[src/rtl/bt_uart_rx_pkg.sv]
// Shared definitions for the Bluetooth-link UART receiver: FSM states,
// register map, STATUS bit positions and the oversample divider helper.
package bt_uart_rx_pkg;

    typedef enum logic [2:0] {
        IDLE,
        START,
        DATA,
        STOP,
        BREAK
    } rx_state_e;

    localparam logic [1:0] ADDR_DATA    = 2'd0;
    localparam logic [1:0] ADDR_STATUS  = 2'd1;
    localparam logic [1:0] ADDR_CONTROL = 2'd2;

    localparam int ST_NOT_EMPTY = 0;
    localparam int ST_FULL      = 1;
    localparam int ST_FRAME_ERR = 2;
    localparam int ST_OVERRUN   = 3;
    localparam int ST_COUNT_LSB = 8;

    localparam int OS_RATE = 16;
    // The counter value seen on the 8th tick of a bit, i.e. mid-bit.
    localparam logic [3:0] SAMPLE_TICK = 4'd7;

    function automatic int calc_div(input int clk_hz, input int baud);
        return (clk_hz + (OS_RATE * baud) / 2) / (OS_RATE * baud);
    endfunction

endpackage

[src/rtl/rx_sync_fifo.sv]
// Single-clock FIFO for received bytes. A push into a full FIFO is dropped
// and flagged, unless a pop in the same cycle makes room for it.
module rx_sync_fifo #(
    parameter int WIDTH = 8,
    parameter int DEPTH = 16
) (
    input  logic                     clk_i,
    input  logic                     rst_n_i,
    input  logic                     push_i,
    input  logic [WIDTH-1:0]         din_i,
    input  logic                     pop_i,
    output logic [WIDTH-1:0]         dout_o,
    output logic                     full_o,
    output logic                     empty_o,
    output logic [$clog2(DEPTH):0]   count_o,
    output logic                     overflow_o
);
    localparam int AW = $clog2(DEPTH);
    localparam int CW = AW + 1;

    logic [WIDTH-1:0] mem_q [DEPTH];
    logic [AW-1:0]    wr_ptr_q, wr_ptr_d;
    logic [AW-1:0]    rd_ptr_q, rd_ptr_d;
    logic [CW-1:0]    count_q, count_d;
    logic             do_push, do_pop;

    assign empty_o    = (count_q == '0);
    assign full_o     = (count_q == CW'(DEPTH));
    assign count_o    = count_q;
    assign dout_o     = mem_q[rd_ptr_q];
    assign do_pop     = pop_i & ~empty_o;
    assign do_push    = push_i & (~full_o | do_pop);
    assign overflow_o = push_i & full_o & ~do_pop;

    always_comb begin
        wr_ptr_d = wr_ptr_q;
        rd_ptr_d = rd_ptr_q;
        count_d  = count_q;
        if (do_push) wr_ptr_d = wr_ptr_q + AW'(1);
        if (do_pop)  rd_ptr_d = rd_ptr_q + AW'(1);
        case ({do_push, do_pop})
            2'b10:   count_d = count_q + CW'(1);
            2'b01:   count_d = count_q - CW'(1);
            default: count_d = count_q;
        endcase
    end

    always_ff @(posedge clk_i) begin
        if (!rst_n_i) begin
            wr_ptr_q <= '0;
            rd_ptr_q <= '0;
            count_q  <= '0;
        end else begin
            wr_ptr_q <= wr_ptr_d;
            rd_ptr_q <= rd_ptr_d;
            count_q  <= count_d;
        end
    end

    always_ff @(posedge clk_i) begin
        if (do_push) mem_q[wr_ptr_q] <= din_i;
    end

endmodule

[src/rtl/bt_uart_rx.sv]
// 8N1 UART receiver for the Bluetooth module TX line, with a byte FIFO and
// an Avalon-MM register port (DATA / STATUS / CONTROL) for the Nios II.
module bt_uart_rx
    import bt_uart_rx_pkg::*;
#(
    parameter int CLK_HZ     = 50000000,
    parameter int BAUD       = 115200,
    parameter int FIFO_DEPTH = 16
) (
    input  logic        clk,
    input  logic        reset_n,
    input  logic        rxd,
    input  logic [1:0]  address,
    input  logic        read,
    input  logic        write,
    input  logic [31:0] writedata,
    output logic [31:0] readdata,
    output logic        irq
);
    localparam int DIV   = calc_div(CLK_HZ, BAUD);
    localparam int DIV_W = (DIV > 1) ? $clog2(DIV) : 1;
    localparam int CNT_W = $clog2(FIFO_DEPTH) + 1;

    logic             rxd_meta_q, rxd_sync_q, rxd_prev_q;
    logic [DIV_W-1:0] div_cnt_q, div_cnt_d;
    logic [3:0]       tick_cnt_q, tick_cnt_d;
    logic             tick, sample, start_edge;

    rx_state_e        state_q, state_d;
    logic [2:0]       bit_cnt_q, bit_cnt_d;
    logic [7:0]       shreg_q, shreg_d;
    logic             push, frame_err_set;

    logic             frame_err_q, frame_err_d;
    logic             overrun_q, overrun_d;
    logic             rx_ie_q, rx_ie_d;
    logic [31:0]      readdata_q, readdata_d;
    logic [31:0]      status_w, rd_word;
    logic             pop, status_wr;

    logic [7:0]       fifo_head;
    logic             fifo_full, fifo_empty, fifo_ovf;
    logic [CNT_W-1:0] fifo_count;
    logic             unused_wdata;

    assign unused_wdata = ^{writedata[31:4], writedata[1]};

    always_ff @(posedge clk) begin
        if (!reset_n) begin
            rxd_meta_q <= 1'b1;
            rxd_sync_q <= 1'b1;
            rxd_prev_q <= 1'b1;
        end else begin
            rxd_meta_q <= rxd;
            rxd_sync_q <= rxd_meta_q;
            rxd_prev_q <= rxd_sync_q;
        end
    end

    // Oversample timebase; both counters re-phase on the start edge so the
    // 8th tick lands mid-bit.
    assign start_edge = (state_q == IDLE) & rxd_prev_q & ~rxd_sync_q;
    assign tick       = (div_cnt_q == DIV_W'(DIV - 1));
    assign sample     = tick & (tick_cnt_q == SAMPLE_TICK);

    always_comb begin
        div_cnt_d  = div_cnt_q + DIV_W'(1);
        tick_cnt_d = tick_cnt_q;
        if (start_edge) begin
            div_cnt_d  = '0;
            tick_cnt_d = '0;
        end else if (tick) begin
            div_cnt_d  = '0;
            tick_cnt_d = tick_cnt_q + 4'd1;
        end
    end

    always_comb begin
        state_d       = state_q;
        bit_cnt_d     = bit_cnt_q;
        shreg_d       = shreg_q;
        push          = 1'b0;
        frame_err_set = 1'b0;
        case (state_q)
            IDLE: begin
                if (start_edge) state_d = START;
            end
            START: begin
                if (sample) begin
                    if (!rxd_sync_q) begin
                        state_d   = DATA;
                        bit_cnt_d = '0;
                    end else begin
                        state_d = IDLE;
                    end
                end
            end
            DATA: begin
                if (sample) begin
                    shreg_d   = {rxd_sync_q, shreg_q[7:1]};
                    bit_cnt_d = bit_cnt_q + 3'd1;
                    if (bit_cnt_q == 3'd7) state_d = STOP;
                end
            end
            STOP: begin
                if (sample) begin
                    if (rxd_sync_q) begin
                        push    = 1'b1;
                        state_d = IDLE;
                    end else begin
                        frame_err_set = 1'b1;
                        state_d       = BREAK;
                    end
                end
            end
            BREAK: begin
                if (rxd_sync_q) state_d = IDLE;
            end
            default: state_d = IDLE;
        endcase
    end

    always_ff @(posedge clk) begin
        if (!reset_n) begin
            div_cnt_q  <= '0;
            tick_cnt_q <= '0;
            state_q    <= IDLE;
            bit_cnt_q  <= '0;
        end else begin
            div_cnt_q  <= div_cnt_d;
            tick_cnt_q <= tick_cnt_d;
            state_q    <= state_d;
            bit_cnt_q  <= bit_cnt_d;
        end
    end

    always_ff @(posedge clk) begin
        shreg_q <= shreg_d;
    end

    rx_sync_fifo #(
        .WIDTH (8),
        .DEPTH (FIFO_DEPTH)
    ) u_fifo (
        .clk_i      (clk),
        .rst_n_i    (reset_n),
        .push_i     (push),
        .din_i      (shreg_q),
        .pop_i      (pop),
        .dout_o     (fifo_head),
        .full_o     (fifo_full),
        .empty_o    (fifo_empty),
        .count_o    (fifo_count),
        .overflow_o (fifo_ovf)
    );

    assign pop       = read & (address == ADDR_DATA) & ~fifo_empty;
    assign status_wr = write & (address == ADDR_STATUS);

    // A set in the same cycle as a clear wins.
    assign frame_err_d = frame_err_set | (frame_err_q & ~(status_wr & writedata[ST_FRAME_ERR]));
    assign overrun_d   = fifo_ovf | (overrun_q & ~(status_wr & writedata[ST_OVERRUN]));
    assign rx_ie_d     = (write && address == ADDR_CONTROL) ? writedata[0] : rx_ie_q;

    always_comb begin
        status_w                           = '0;
        status_w[ST_NOT_EMPTY]             = ~fifo_empty;
        status_w[ST_FULL]                  = fifo_full;
        status_w[ST_FRAME_ERR]             = frame_err_q;
        status_w[ST_OVERRUN]               = overrun_q;
        status_w[ST_COUNT_LSB +: CNT_W]    = fifo_count;
        case (address)
            ADDR_DATA:    rd_word = fifo_empty ? 32'd0 : {24'd0, fifo_head};
            ADDR_STATUS:  rd_word = status_w;
            ADDR_CONTROL: rd_word = {31'd0, rx_ie_q};
            default:      rd_word = 32'd0;
        endcase
        readdata_d = read ? rd_word : readdata_q;
    end

    always_ff @(posedge clk) begin
        if (!reset_n) begin
            frame_err_q <= 1'b0;
            overrun_q   <= 1'b0;
            rx_ie_q     <= 1'b0;
            readdata_q  <= '0;
        end else begin
            frame_err_q <= frame_err_d;
            overrun_q   <= overrun_d;
            rx_ie_q     <= rx_ie_d;
            readdata_q  <= readdata_d;
        end
    end

    assign readdata = readdata_q;
    assign irq      = rx_ie_q & (~fifo_empty | frame_err_q | overrun_q);

endmodule

[config.mk]
export PLATFORM = sky130hd
export DESIGN_NAME = bt_uart_rx
export DESIGN_NICKNAME = d
export VERILOG_FILES = /design/src/rtl/bt_uart_rx_pkg.sv /design/src/rtl/rx_sync_fifo.sv /design/src/rtl/bt_uart_rx.sv
export SDC_FILE = /design/constraint.sdc
export NUM_CORES = 1
export LEC_CHECK = 0
export ABC_AREA = 1
export CAP_MARGIN = 40
export CORE_AREA = 2 2 156 120
export CTS_BUF_LIST = sky130_fd_sc_hd__clkbuf_4
export CTS_CLUSTER_DIAMETER = 60
export DETAILED_ROUTE_END_ITERATION = 8
export DIE_AREA = 0 0 158 122
export PLACE_DENSITY = 0.7
export SYNTH_ARGS = -nofsm -noshare
export SYNTH_HDL_FRONTEND = slang
export SYNTH_SLANG_ARGS = --single-unit
[constraint.sdc]
create_clock -name clk -period 2.66 [get_ports clk]
set_clock_uncertainty 0.2 [all_clocks]
set_input_delay 0.399 -clock clk [delete_from_list [all_inputs] [get_ports clk]]
set_output_delay 0.399 -clock clk [all_outputs]
set_load 0.05 [all_outputs]
==> impl_metrics.ini <==
[layout]
fillers = 1588
seq_area_um2 = 5110
multiInputGateArea_um2 = 2371
layout_common_cells = edfxtp_1, nor2_1, nand2_1
nets = 859
drive_above_1_share_pct = 14.27
layout.cells.non_filler = 1068
syn_to_final_growth_pct = 14.19
final_common_cell = edfxtp_1

[place]
place.gp.congestion = 0.8605
dp_cells = 1035
io_buffers = 23
dp_hpwl_um = 10740

[route]
drc_errors = 0
first_iter_violations = 575
wirelength_um = 16480
vias_per_cell = 4.957
dr.pass1.iters = 5
final_antenna_net_count = 0
num_vias = 5294
wl_per_cell_um = 15.43

[yosys]
netlist_area_um2 = 7839
yosysTopAreaCellShare_pct = 52.10
avgSynthCellArea_um2 = 10.64
ys_types = 33
netlist_instances = 737
yosysSeqAreaShare_pct = 65.12
yosysWarnings = 0
yosysTopAreaCell = edfxtp_1
yosys-top-cells-area = edfxtp_1, dfxtp_1, o21ai_0
synth-seq-cells = 187

[floorplanning]
die_x_um = 158
start_util_pct = 43.62
core_area_um2 = 17970
row_count = 43
dieHeight_um = 122
dieArea_um2 = 19280
ios = 72

[global_route]
overflow = 0
grt_max_degree = 41
antenna_found_initial = 0
track_usage_pct = 17.83
first_global_vias = 4867
grt_pass1_wl_um = 25550

[clocking]
cts_tree = built
cts.sinks = 187
clkLatencyLatePin_ns = 0.59
clk_pin_slew_worst_paths_ns = 0.14
cts_inserted_buffers = 17
postCtsSetupBuffers = 0
clockRootBuffer = clkbuf_4
cts_buffer_depth = 2
htreeDepth = 4

[run]
cap_violations = 0

[sta]
tns_ns = 0
setup_viol = 0
worstMarginPinSlew_ns = 0.6760
max-slew-margin-rel_pct = 54.93
hold_violations = 0
drv_slew = 0
rsz0062_at_grt = yes
max_freq_ghz = 0.3808
layout_min_cycle_time_ns = 2.626
period_share_pct = 98.72

[setup_path]
cp_data_arrival_time_ns = 2.95
max_stage_delay_ns = 0.35
endpoint_kind = flip-flop
cp_common_cell = nand2_2
slowest_stage = dfxtp_2
criticalPathCategory = reg2reg
worst_setup_path_start_kind = flip-flop
path_max_fanout = 5
critical_path_required_ns = 2.99
path_cells = inv_2, ha_4, nand4_4, nor3_4, nand2_2, nor3_4, nand2_2, ha_4, xor2_2, ha_2, inv_2, nand2_2, nand2_1, o21ai_2, or2_4, nand2_2, o21ai_1, a21oi_1

[power_and_ir_drop]
power.density_nw_per_um2 = 535.1
vdd_drop_max_mv = 0.2269
p_leak_uw = 0.003283

[worst_hold_path]
hp-class = in2reg

[status]
status = completed
[cell type report]
class	instances	area share [%]
clock inverter	10	0.8806
sequential	187	57.09
inverter	60	2.516
tap	247	3.453
clock buffer	22	1.845
multi-input combinational	460	26.49
antenna	1	0.02796
timing repair buffer	81	7.702
[Yosys cell counts]
master and instances:
edfxtp_1 136, nor2_1 103, nand2_1 92, o21ai_0 83, inv_1 58, dfxtp_1 51, nand3_1 49, a21oi_1 39
buf_4 19, clkbuf_1 17, o211ai_1 14, ha_1 13, buf_2 11, xor2_1 9, o221ai_1 7, o22ai_1 6
or2_2 6, nor3_1 3, a31oi_1 2, nand2_2 2, nand2_4 2, nand4_1 2, nor3_2 2, xnor2_1 2
and3_1 1, buf_1 1, clkinv_1 1, conb_1 1, inv_2 1, nand4_4 1, nor3_4 1, nor3b_1 1
o21ai_1 1
[metrics by stage]
stage               hold slack [ns]  utilization [%]  setup slack, ns  power [uW]  instance area, um2
finish                       0.1888            49.81          0.03413        4790                8951
global placement             0.1951            48.36          -0.1890        3438                8691
detailed placement           0.1978            48.36          -0.2368        3443                8691
floorplan                    0.1925                -          -0.1343        3394                7955
global route                 0.1644            49.80          -0.1327        4951                8949
CTS                          0.1557            49.74         0.001976        4825                8937
[worst paths after layout]
path / start / to / slack, ns / cells past startpoint
hold / removal: rxd / rxd_meta_q / 0.19 / 2
setup reg to reg: div_cnt_q[0] / u_fifo.count_o[4] / 0.03 / 18
setup / recovery: div_cnt_q[0] / u_fifo.count_o[4] / 0.03 / 18
hold reg to reg: rxd_meta_q / rxd_sync_q / 0.23 / 1
[registers in the layout (all words and copies together) (netlist names), 3 cells and up, named ones only]
name             cells
bit_cnt_q            3
div_cnt_q            5
u_fifo.count_o       5
u_fifo.mem_q       128
state_q              3
tick_cnt_q           4
u_fifo.wr_ptr_q      4
u_fifo.rd_ptr_q      4
readdata            13
shreg_q              8
[critical path: cells and delay by family (launching register included)]
kind | cells | cell delay, ns
AO/OA/AOI/OAI | 3 | 0.23
XOR/XNOR | 1 | 0.15
adder cells (fa/ha/maj) | 3 | 0.50
AND/OR/NAND/NOR | 9 | 1.04
buffers and inverters | 2 | 0.09
flip-flops | 1 | 0.35
[power by group]
part	total, uW	leakage, uW	internal [uW]	switching [uW]
sequential	3120	0.00164	3110	14.9
combinational	259	0.00151	77.4	182
clock	1410	0.000132	500	910
total	4790	0.00328	3680	1110
[per-layer routing]
metal / share of wire, % / wire length (um) / global-route usage (%) / vias to the layer above
li1: - / - / - / 2646
met1: 48 / 7912 / 25.94 / 2478
met2: 44 / 7297 / 26.36 / 147
met3: 5.9 / 965 / 4.055 / 23
met4: 1.9 / 308 / 6.194 / 0
met5: 0 / 0 / 0 / -
[cell families (layout without fill, tap and decap cells)]
family	after synthesis	after routing	share of synthesized area [%]
AND/OR/NAND/NOR	265	265	14.65
flip-flops	187	187	65.12
AO/OA/AOI/OAI	152	152	10.61
buffers and inverters	108	173	6.257
adder cells (fa/ha/maj)	13	13	2.075
XOR/XNOR	11	11	1.229
other	1	20	0.04784
[timing repair]
item	CTS	global route
hold buffers	0	0
gates resized for setup	2	6
pin swaps	1	4
endpoints found under the setup margin	2	3
Note: power is estimated with default switching activity, not from simulation.
